### src/rtl/disp_pkg.sv
// Shared definitions for the display history controller: display modes,
// datapath width and the layout of one history entry.
package disp_pkg;

  localparam logic MODE_DEC = 1'b0;
  localparam logic MODE_BIN = 1'b1;

  localparam int DISP_W        = 8;
  localparam int DEFAULT_DEPTH = 4;

  // One captured datapath result together with its overflow flag.
  typedef struct packed {
    logic              ovf;
    logic [DISP_W-1:0] value;
  } hist_entry_t;

endpackage

### src/rtl/disp_hist_ctrl_btn_rise.sv
// Turns a debounced, synchronised button level into a one-cycle press pulse.
// The previous level starts at 1 so a button already held when reset
// releases does not register as a press.
module btn_rise (
  input  logic clk,
  input  logic reset,
  input  logic level_i,
  output logic pulse_o
);

  logic prevLevel_q;

  assign pulse_o = level_i & ~prevLevel_q;

  // Remember last cycle's level so only a 0->1 transition makes a pulse.
  always_ff @(posedge clk) begin
    if (reset) begin
      prevLevel_q <= 1'b1;
    end else begin
      prevLevel_q <= level_i;
    end
  end

endmodule

### src/rtl/disp_hist_ctrl.sv
// Front end for the four-digit 7-segment decoder. Keeps a ring of recent
// datapath results, lets the user step back through them, toggles the
// decimal/binary display mode, and blinks the display when the shown entry
// overflowed.
module disp_hist_ctrl
  import disp_pkg::*;
#(
  parameter  int DEPTH     = DEFAULT_DEPTH,
  parameter  int BLINK_DIV = 25000000,
  localparam int IW        = $clog2(DEPTH)
) (
  input  logic              clk,
  input  logic              reset,
  input  logic [DISP_W-1:0] din,
  input  logic              din_valid,
  input  logic              din_ovf,
  input  logic              btn_mode,
  input  logic              btn_prev,
  input  logic              btn_clear,
  output logic [DISP_W-1:0] x,
  output logic              mode,
  output logic              enable,
  output logic [IW-1:0]     view_idx,
  output logic [IW:0]       count
);

  localparam int              BW         = (BLINK_DIV > 1) ? $clog2(BLINK_DIV) : 1;
  localparam logic [BW-1:0]   BLINK_LAST = BW'(BLINK_DIV - 1);
  localparam logic [IW:0]     FULL_COUNT = (IW + 1)'(DEPTH);

  logic modePress;
  logic prevPress;
  logic clearPress;

  btn_rise uModeRise (
    .clk    (clk),
    .reset  (reset),
    .level_i(btn_mode),
    .pulse_o(modePress)
  );

  btn_rise uPrevRise (
    .clk    (clk),
    .reset  (reset),
    .level_i(btn_prev),
    .pulse_o(prevPress)
  );

  btn_rise uClearRise (
    .clk    (clk),
    .reset  (reset),
    .level_i(btn_clear),
    .pulse_o(clearPress)
  );

  hist_entry_t histMem [DEPTH];

  logic [DISP_W-1:0] x_q, x_d;
  logic              mode_q, mode_d;
  logic              enable_q, enable_d;
  logic [IW-1:0]     viewIdx_q, viewIdx_d;
  logic [IW:0]       count_q, count_d;
  logic [IW-1:0]     wptr_q, wptr_d;
  logic [BW-1:0]     blinkCnt_q, blinkCnt_d;
  logic              blinkPhase_q, blinkPhase_d;
  logic              shownOvf_q, shownOvf_d;

  logic [IW-1:0]     nextView;
  logic [IW-1:0]     rdIdx;
  hist_entry_t       rdEntry;

  // Stepping back wraps to the newest entry once the oldest valid one is shown;
  // the read index counts backwards from the slot most recently written.
  assign nextView = ({1'b0, viewIdx_q} == (count_q - 1'b1)) ? '0 : viewIdx_q + 1'b1;
  assign rdIdx    = wptr_q - 1'b1 - nextView;
  assign rdEntry  = histMem[rdIdx];

  assign x        = x_q;
  assign mode     = mode_q;
  assign enable   = enable_q;
  assign view_idx = viewIdx_q;
  assign count    = count_q;

  // Store each new result; clear wins over a same-cycle capture, so that
  // capture never reaches the ring.
  always_ff @(posedge clk) begin
    if (!reset && !clearPress && din_valid) begin
      histMem[wptr_q] <= '{ovf: din_ovf, value: din};
    end
  end

  // Next-state selection: clear beats capture beats stepping back, while the
  // mode toggle runs alongside everything. With nothing happening, an
  // overflowed entry advances the blink timer.
  always_comb begin
    x_d          = x_q;
    mode_d       = mode_q;
    enable_d     = enable_q;
    viewIdx_d    = viewIdx_q;
    count_d      = count_q;
    wptr_d       = wptr_q;
    blinkCnt_d   = blinkCnt_q;
    blinkPhase_d = blinkPhase_q;
    shownOvf_d   = shownOvf_q;

    if (modePress) begin
      mode_d = (mode_q == MODE_DEC) ? MODE_BIN : MODE_DEC;
    end

    if (clearPress) begin
      count_d      = '0;
      viewIdx_d    = '0;
      enable_d     = 1'b0;
      x_d          = '0;
      shownOvf_d   = 1'b0;
      blinkCnt_d   = '0;
      blinkPhase_d = 1'b1;
    end else if (din_valid) begin
      wptr_d       = wptr_q + 1'b1;
      count_d      = (count_q == FULL_COUNT) ? count_q : count_q + 1'b1;
      viewIdx_d    = '0;
      x_d          = din;
      shownOvf_d   = din_ovf;
      enable_d     = 1'b1;
      blinkCnt_d   = '0;
      blinkPhase_d = 1'b1;
    end else if (prevPress && (count_q != '0)) begin
      viewIdx_d    = nextView;
      x_d          = rdEntry.value;
      shownOvf_d   = rdEntry.ovf;
      enable_d     = 1'b1;
      blinkCnt_d   = '0;
      blinkPhase_d = 1'b1;
    end else if ((count_q != '0) && shownOvf_q) begin
      if (blinkCnt_q == BLINK_LAST) begin
        blinkCnt_d   = '0;
        blinkPhase_d = ~blinkPhase_q;
        enable_d     = ~blinkPhase_q;
      end else begin
        blinkCnt_d   = blinkCnt_q + 1'b1;
        enable_d     = blinkPhase_q;
      end
    end
  end

  // Register every output and the ring bookkeeping.
  always_ff @(posedge clk) begin
    if (reset) begin
      x_q          <= '0;
      mode_q       <= MODE_DEC;
      enable_q     <= 1'b0;
      viewIdx_q    <= '0;
      count_q      <= '0;
      wptr_q       <= '0;
      blinkCnt_q   <= '0;
      blinkPhase_q <= 1'b1;
      shownOvf_q   <= 1'b0;
    end else begin
      x_q          <= x_d;
      mode_q       <= mode_d;
      enable_q     <= enable_d;
      viewIdx_q    <= viewIdx_d;
      count_q      <= count_d;
      wptr_q       <= wptr_d;
      blinkCnt_q   <= blinkCnt_d;
      blinkPhase_q <= blinkPhase_d;
      shownOvf_q   <= shownOvf_d;
    end
  end

endmodule

### config.mk
export PLATFORM = sky130hd
export DESIGN_NAME = disp_hist_ctrl
export DESIGN_NICKNAME = d
export VERILOG_FILES = /design/src/rtl/disp_pkg.sv /design/src/rtl/disp_hist_ctrl_btn_rise.sv /design/src/rtl/disp_hist_ctrl.sv
export SDC_FILE = /design/constraint.sdc
export NUM_CORES = 1
export LEC_CHECK = 0
export ABC_AREA = 1
export BUFFER_PORTS_ARGS = -buffer_cell sky130_fd_sc_hd__buf_2
export CAP_MARGIN = 20
export CORE_MARGIN = 4
export CORE_UTILIZATION = 40
export CTS_CLUSTER_SIZE = 24
export DETAILED_ROUTE_END_ITERATION = 10
export GPL_TIMING_DRIVEN = 0
export SLEW_MARGIN = 20
export SYNTH_ARGS = -nofsm -noshare
export SYNTH_HDL_FRONTEND = slang
export SYNTH_SLANG_ARGS = --single-unit
export TNS_END_PERCENT = 1
### constraint.sdc
create_clock -name clk -period 2.9 [get_ports clk]
set_clock_uncertainty 0.1 [all_clocks]
set_input_delay 0.435 -clock clk [delete_from_list [all_inputs] [get_ports clk]]
set_output_delay 0.435 -clock clk [all_outputs]
set_load 0.01 [all_outputs]
==> run_results.csv, run 1 <==
group,metric,value,unit
pwr,leakage,0.00186,uW
critical_path,critical-path-slowest-cell,"dfxtp_2",
sta,hold_viol_final,0,
detailed_routing,route.vias.total,3264,
clock_tree,numCtsBuffers,9,
place,numPortBuffers,29,
critical_path,critical_path.top_delay_family,"simple AND/OR/NAND/NOR gates",
critical_path,cpMostUsedCell,"nand2_1",
finish,fillCellCount,996,
sta,setup_slack,0.225,ns
worst_hold_path,min-delay-path-class,"input pin to flop",
finish,fin_nets,551,
sta,finalSetupViolCount,0,
yosys,ys.flop_type,"dfxtp_1",
detailed_routing,initialDrtViolationCount,132,
sta,finalHoldWorstSlack,0.154,ns
global_routing,grt_pass1_wl,15300,um
critical_path,crit_arrival,2.83,ns
detailed_routing,routed_wl,8860,um
clock_tree,h-tree-depth,3,
critical_path,crit_buf_inv,4,
detailed_routing,routed.top_layer,"met4",
detailed_routing,drt-met1-wl,4330,um
critical_path,worstPathCellList,"inv_1 -> ha_1 -> inv_1 -> nand2_1 -> nand2_1 -> nand3_1 -> nand2_1 -> ha_1 -> buf_4 -> buf_6 -> mux2_2 -> nand3_1 -> nand3_1 -> nand2_1 -> nand2_1",
finish,area_delta_synth_final,13.8,%
yosys,yosysTopAreaCell,"edfxtp_1",
pwr,intPower,1840,uW
finish,diodes,0,
detailed_routing,vias_per_cell,4.91,
sta,worst_pin_slew,0.951,ns
pwr,seqPwrFrac,51.5,%
yosys,synthCells,487,
floorplanning,die_w,109,um
sta,fin_crit_sh,92.3,%
global_routing,grt.total_usage,16.6,%
clock_tree,cts_tree,"yes",
floorplanning,std_cell_rows,36,
yosys,syn_avg_cell_area,8.31,um2
yosys,synth_area_leaders,"edfxtp_1 (27%), dfxtp_1 (23%), nand2_1 (11%)",
floorplanning,die_h,109,um
yosys,synth_top_area_share,26.7,%
clock_tree,insertion_delay,0.36,ns
clock_tree,clockBufferDepth,2,
sta,slew_headroom,36.4,%
clock_tree,clock-sinks,83,
floorplanning,core_area,0.00982,mm2
detailed_routing,first_pass_iters,5,
place,placedCellCount,649,
critical_path,critical-path-max-stage-delay,0.38,ns
yosys,synth-edff-count,36,
finish,stdcell_count,665,
pwr,powerDensity,534,mW/mm2
yosys,yosysSeqAreaShare,50.0,%
yosys,ys_ff_latch,83,
place,dp_hpwl,6370,um
clock_tree,clock_tree.root_cell,"clkbuf_8",
pwr,switchingPower,616,uW
yosys,yosys_warnings,0,
sta,rsz0062_at_grt,"no",
sta,min_period,2.68,ns
finish,multi_input_area,0.00178,mm2
yosys,netlist-cell-type-count,34,
yosys,yosysMostFrequentCell,"nand2_1",
floorplanning,initial_core_util,41.2,%
place,place_congestion,0.819,
detailed_routing,postRouteAntennaNets,0,
detailed_routing,route.met3.wl,351,um
status,run_status,"finished, final reports clean",
sta,setup_tns,0,ns
critical_path,timing.critical_path.to_type,"flop",
detailed_routing,dr_wl_met2,4040,um
global_routing,antenna_found_initial,0,
place,dp_slack,-0.0707,ns
pwr,ir_worst_vdd,316,uV
global_routing,grt-ovfl-total,0,
yosys,synth_area,0.00405,mm2
yosys,async_flop_share,0,%
clock_tree,clk_pin_slew,0.09,ns
yosys,syn_nets,511,
finish,regArea,0.00202,mm2
floorplanning,fp.dieArea,0.0118,mm2
detailed_routing,routedWlPerCell,13.3,um
sta,max_freq,374,MHz
yosys,synth_common_cells,"nand2_1 (124), nor2_1 (64), dfxtp_1 (47), inv_1 (46), nand3_1 (43)",
clock_tree,hold_buffers,0,
global_routing,grt_pass1_vias,3230,
sta,report.final.slew_viol_count,0,
pwr,p_comb_share,9.5,%
job,drv_cap,0,
critical_path,crit_required,3.05,ns
floorplanning,ios,30,
pwr,clockPowerShare,39.1,%
detailed_routing,drc,0,
critical_path,start_kind,"flop",
critical_path,crit_fanout,10,
finish,drive_gt1_share,17.7,%
critical_path,critPathKind,"flop to flop",
pwr,p_sw_share,25.1,%
global_routing,grt_max_degree,17,
logic make-up after synthesis:
family                     count (synthesis)  share of synthesized area [%]
AOI/OAI and AO/OA                         33                           4.36
adders and majority gates                  9                           2.78
and+or+nand+nor                          272                           29.8
muxes                                     18                           5.01
buffers and inverters                     63                           6.12
xor gates and xnor gates                   9                           1.95
DFF                                       83                           50.0
power groups by stage:
stage,Clock (uW),Combinational (uW),Sequential [uW]
final,961,233,1270
after detailed placement,0,231,1290
after CTS,981,234,1270
after global routing,1030,264,1270
after floorplan,0,147,1300
after global placement,0,224,1290
worst register-to-register path: stages, from the launching register on:
cell	delay, ns
dfxtp_2	0.38
inv_1	0.09
ha_1	0.30
inv_1	0.06
nand2_1	0.06
nand2_1	0.05
nand3_1	0.14
nand2_1	0.10
ha_1	0.29
buf_4	0.19
buf_6	0.19
mux2_2	0.34
nand3_1	0.08
nand3_1	0.08
nand2_1	0.09
nand2_1	0.05
what timing repair did:
action	4_1_cts	5_1_grt
resized for setup	2	4
endpoints found under the setup margin	9	9
buffers inserted	0	0
per-layer routing:
| layer | global-route usage, % | vias to the layer above |
|---|---|---|
| met5 | 0 | - |
| met4 | 6.13 | 0 |
| met3 | 3.40 | 10 |
| met2 | 26.7 | 57 |
| met1 | 22.0 | 1518 |
| li1 | - | 1679 |
through the flow:
stage               power (uW)  utilization (%)  instance area [um2]
detailed placement        1520             44.4                 4360
floorplan                 1440                -                 4050
finish                    2460             46.9                 4600
global placement          1520             44.4                 4360
global route              2570             46.9                 4600
CTS                       2480             46.8                 4600
layout by cell type, fill, tap and decap left out, types with 2 or more instances in the layout:
master	n
xor2_1	6
inv_6	3
nand2_4	2
mux2_2	18
nand2_1	124
edfxtp_1	36
o21ai_0	9
clkbuf_1	5
nand3_2	4
a21oi_1	18
buf_6	2
nor2_2	4
nand4_1	9
o22ai_1	2
bufinv_16	2
ha_1	9
buf_2	30
nand3_1	43
nor2_4	2
inv_1	46
inv_2	7
nor3_1	11
xnor2_1	3
clkbuf_8	9
nand2_2	4
dfxtp_1	46
nor2_1	64
flip-flops by register name, summed over array words and instances, names as in the netlist:
name and cells:
mode 1, enable 1, blinkCnt_q 25, blinkPhase_q 1, wptr_q 2, uModeRise.prevLevel_q 1
histMem 36, uPrevRise.prevLevel_q 1, count 3, shownOvf_q 1, uClearRise.prevLevel_q 1, view_idx 2
x 8
path summary, 6_finish.rpt:
check             startpoint               endpoint  slack, ns  depth (start not counted)
setup / recovery    count[0]                   x[2]       0.22                         15
hold / removal      btn_prev  uPrevRise.prevLevel_q       0.15                          3
setup reg to reg    count[0]                   x[2]       0.22                         15
hold reg to reg         x[6]                   x[6]       0.35                          2
final cells by class:
cell class | count | area share (%)
plain buffers | 9 | 1.17
clock buffers | 9 | 2.69
clock inverters | 7 | 2.31
inverters | 54 | 4.40
multi-input cells | 341 | 38.7
flip-flops and latches | 83 | 43.9
well taps | 133 | 3.61
repair buffers | 29 | 3.15
Power figures use the tool's default switching activity.
==> inputs of run 2 (changes only) <==
--- a/config.mk
+++ b/config.mk
@@ -6,8 +6,10 @@
 export NUM_CORES = 1
 export LEC_CHECK = 0
 export ABC_AREA = 1
+export ABC_CLOCK_PERIOD_IN_PS = 2900
 export BUFFER_PORTS_ARGS = -buffer_cell sky130_fd_sc_hd__buf_2
 export CAP_MARGIN = 20
+export CORE_ASPECT_RATIO = 1.2
 export CORE_MARGIN = 4
 export CORE_UTILIZATION = 40
 export CTS_CLUSTER_SIZE = 24
==> run 2 against run 1 <==
  * Utilization up 1.4 points
  * Wire length is 2.6% higher
  * Sequential share of layout area down 0.80 points
  * Sequential power about the same
  * Combinational power down 4%
  * Worst hold slack gained 0.030 ns
  * Clock-buffer cell count up 3
  * Cell area rose by 1.8%
==> run_results.csv, run 2 (synthesis gave the netlist of run 1 again) <==
group,metric,value,unit
status,run_status,"finished, final reports clean",
floorplanning,core_area,0.00971,mm2
sta,worst_pin_slew,1.03,ns
sta,hold_viol_final,0,
floorplanning,die_w,99.8,um
place,place_congestion,0.851,
critical_path,r2r_slack,0.30,ns
sta,max_freq,384,MHz
floorplanning,fp.dieArea,0.0118,mm2
finish,diodes,0,
global_routing,grt_pass1_wl,15300,um
global_routing,antenna_found_initial,0,
detailed_routing,route.vias.total,3250,
finish,largest_register,"histMem",
sta,report.final.slew_viol_count,0,
finish,drive_gt1_share,17.1,%
clock_tree,cts_tree,"yes",
worst_hold_path,min-delay-path-class,"input pin to flop",
critical_path,crit_required,3.03,ns
finish,final_cell_mix,"nand2_1 (124), nor2_1 (64), inv_1 (46), dfxtp_1 (46), nand3_1 (43)",
pwr,powerDensity,600,mW/mm2
clock_tree,h-tree-depth,3,
critical_path,r2r_cells,14,
pwr,finalPower,2820,uW
detailed_routing,vias_per_cell,4.97,
pwr,leakage,0.00189,uW
clock_tree,numCtsBuffers,9,
floorplanning,std_cell_rows,39,
place,placedCellCount,639,
finish,largest_reg_flops,36,
sta,fin_crit_sh,89.8,%
sta,rsz0062_at_grt,"no",
worst_hold_path,min_to,"uClearRise.prevLevel_q",
critical_path,start_kind,"flop",
job,drv_cap,0,
pwr,ir_worst_vdd,318,uV
clock_tree,clock_tree.root_cell,"clkbuf_16",
floorplanning,initial_core_util,41.7,%
finish,area_delta_synth_final,15.9,%
global_routing,grt.total_usage,16.2,%
floorplanning,ios,30,
sta,finalSetupViolCount,0,
clock_tree,clk_pin_slew,0.06,ns
clock_tree,insertion_delay,0.34,ns
critical_path,crit_arrival,2.73,ns
sta,finalHoldWorstSlack,0.184,ns
detailed_routing,drc,0,
place,numPortBuffers,29,
critical_path,timing.critical_path.to_type,"flop",
detailed_routing,routedWlPerCell,13.9,um
critical_path,crit_fanout,18,
critical_path,rr_startpoint,"count[0]",
clock_tree,clock-sinks,83,
worst_hold_path,hp-start,"btn_clear",
critical_path,critPathKind,"flop to flop",
finish,stdcell_count,654,
floorplanning,die_h,118,um
critical_path,r2r-end,"x[4]",
finish,fin_nets,550,
place,dp_hpwl,6550,um
sta,min_period,2.60,ns
global_routing,grt_pass1_vias,3184,
global_routing,grt_max_degree,14,
detailed_routing,postRouteAntennaNets,0,
detailed_routing,first_pass_iters,4,
detailed_routing,routed_wl,9080,um
sta,slew_headroom,30.9,%
clock_tree,hold_buffers,0,
worst_hold_path,holdPathStages,3,
detailed_routing,initialDrtViolationCount,127,
finish,final_common_cell,"nand2_1",
global_routing,grt-ovfl-total,0,
clock_tree,clockBufferDepth,2,
run 2: cell count changes in the layout (fill, tap and decap cells not counted), sizes merged:
cell,previous run,this run
inv,57,53
clkinvlp,0,1
clkinv,2,1
bufinv,2,3
buf,33,31
clkbuf,14,18
run 2: how the worst max path moves through the flow:
| stage | from | to | slack [ns] | cells past startpoint |
|---|---|---|---|---|
| 2_1_floorplan | count[0] | x[2] | 0.29 | 15 |
| 3_3_place_gp | count[0] | x[2] | -0.02 | 15 |
| 3_5_place_dp | count[0] | x[2] | -0.07 | 15 |
| 4_1_cts | count[0] | x[2] | 0.02 | 15 |
| 5_1_grt | count[0] | x[3] | 0.06 | 14 |
| 6_report | count[0] | x[4] | 0.30 | 14 |
run 2: through the flow:
step | cell area [um2] | setup slack [ns] | util (%) | TNS, ns
after detailed placement | 4350 | -0.0680 | 44.8 | -0.364
after CTS | 4690 | 0.0150 | 48.3 | 0
after global routing | 4690 | 0.0555 | 48.3 | 0
final | 4690 | 0.296 | 48.3 | 0
after global placement | 4350 | -0.0176 | 44.8 | -0.0176
after floorplan | 4050 | 0.289 | - | 0
run 2: area by class of cell:
type	instances	area (um2)
tap	123	154
buffer	8	42.5
timing repair buffer	29	145
multi-input combinational	341	1780
clock inverter	4	97.6
inverter	54	203
clock buffer	12	246
fill	900	5020
sequential	83	2020
run 2: where the power goes:
group	internal, uW	leakage (uW)	total (uW)	switching [uW]
Clock	866	0.000163	1320	457
Combinational	87.5	0.00102	224	136
Sequential	1250	0.000709	1270	16.7
run 2: critical path, cell delays in order (launching register included):
cell and delay, ns:
dfxtp_2 0.37, inv_1 0.08, ha_1 0.30, inv_1 0.06
nand2_1 0.05, nand2_1 0.04, nand3_1 0.14, nand2_1 0.10
ha_1 0.28, clkbuf_4 0.30, mux2_2 0.38, nand3_1 0.09
nand3_1 0.08, nand2_1 0.09, nand2_1 0.05
run 2: per-layer routing:
metal	global-route usage [%]	up-vias	share of wire, %
met5	0	-	0
met3	2.18	11	3.9
met2	28.0	59	50
li1	-	1672	-
met1	20.1	1508	44
met4	6.32	0	2.0
run 2: what timing repair did:
| action | 4_1_cts | 5_1_grt |
|---|---|---|
| gates resized for setup | 1 | 2 |
| endpoints found under the setup margin | 9 | 9 |
| buffers inserted | 0 | 0 |
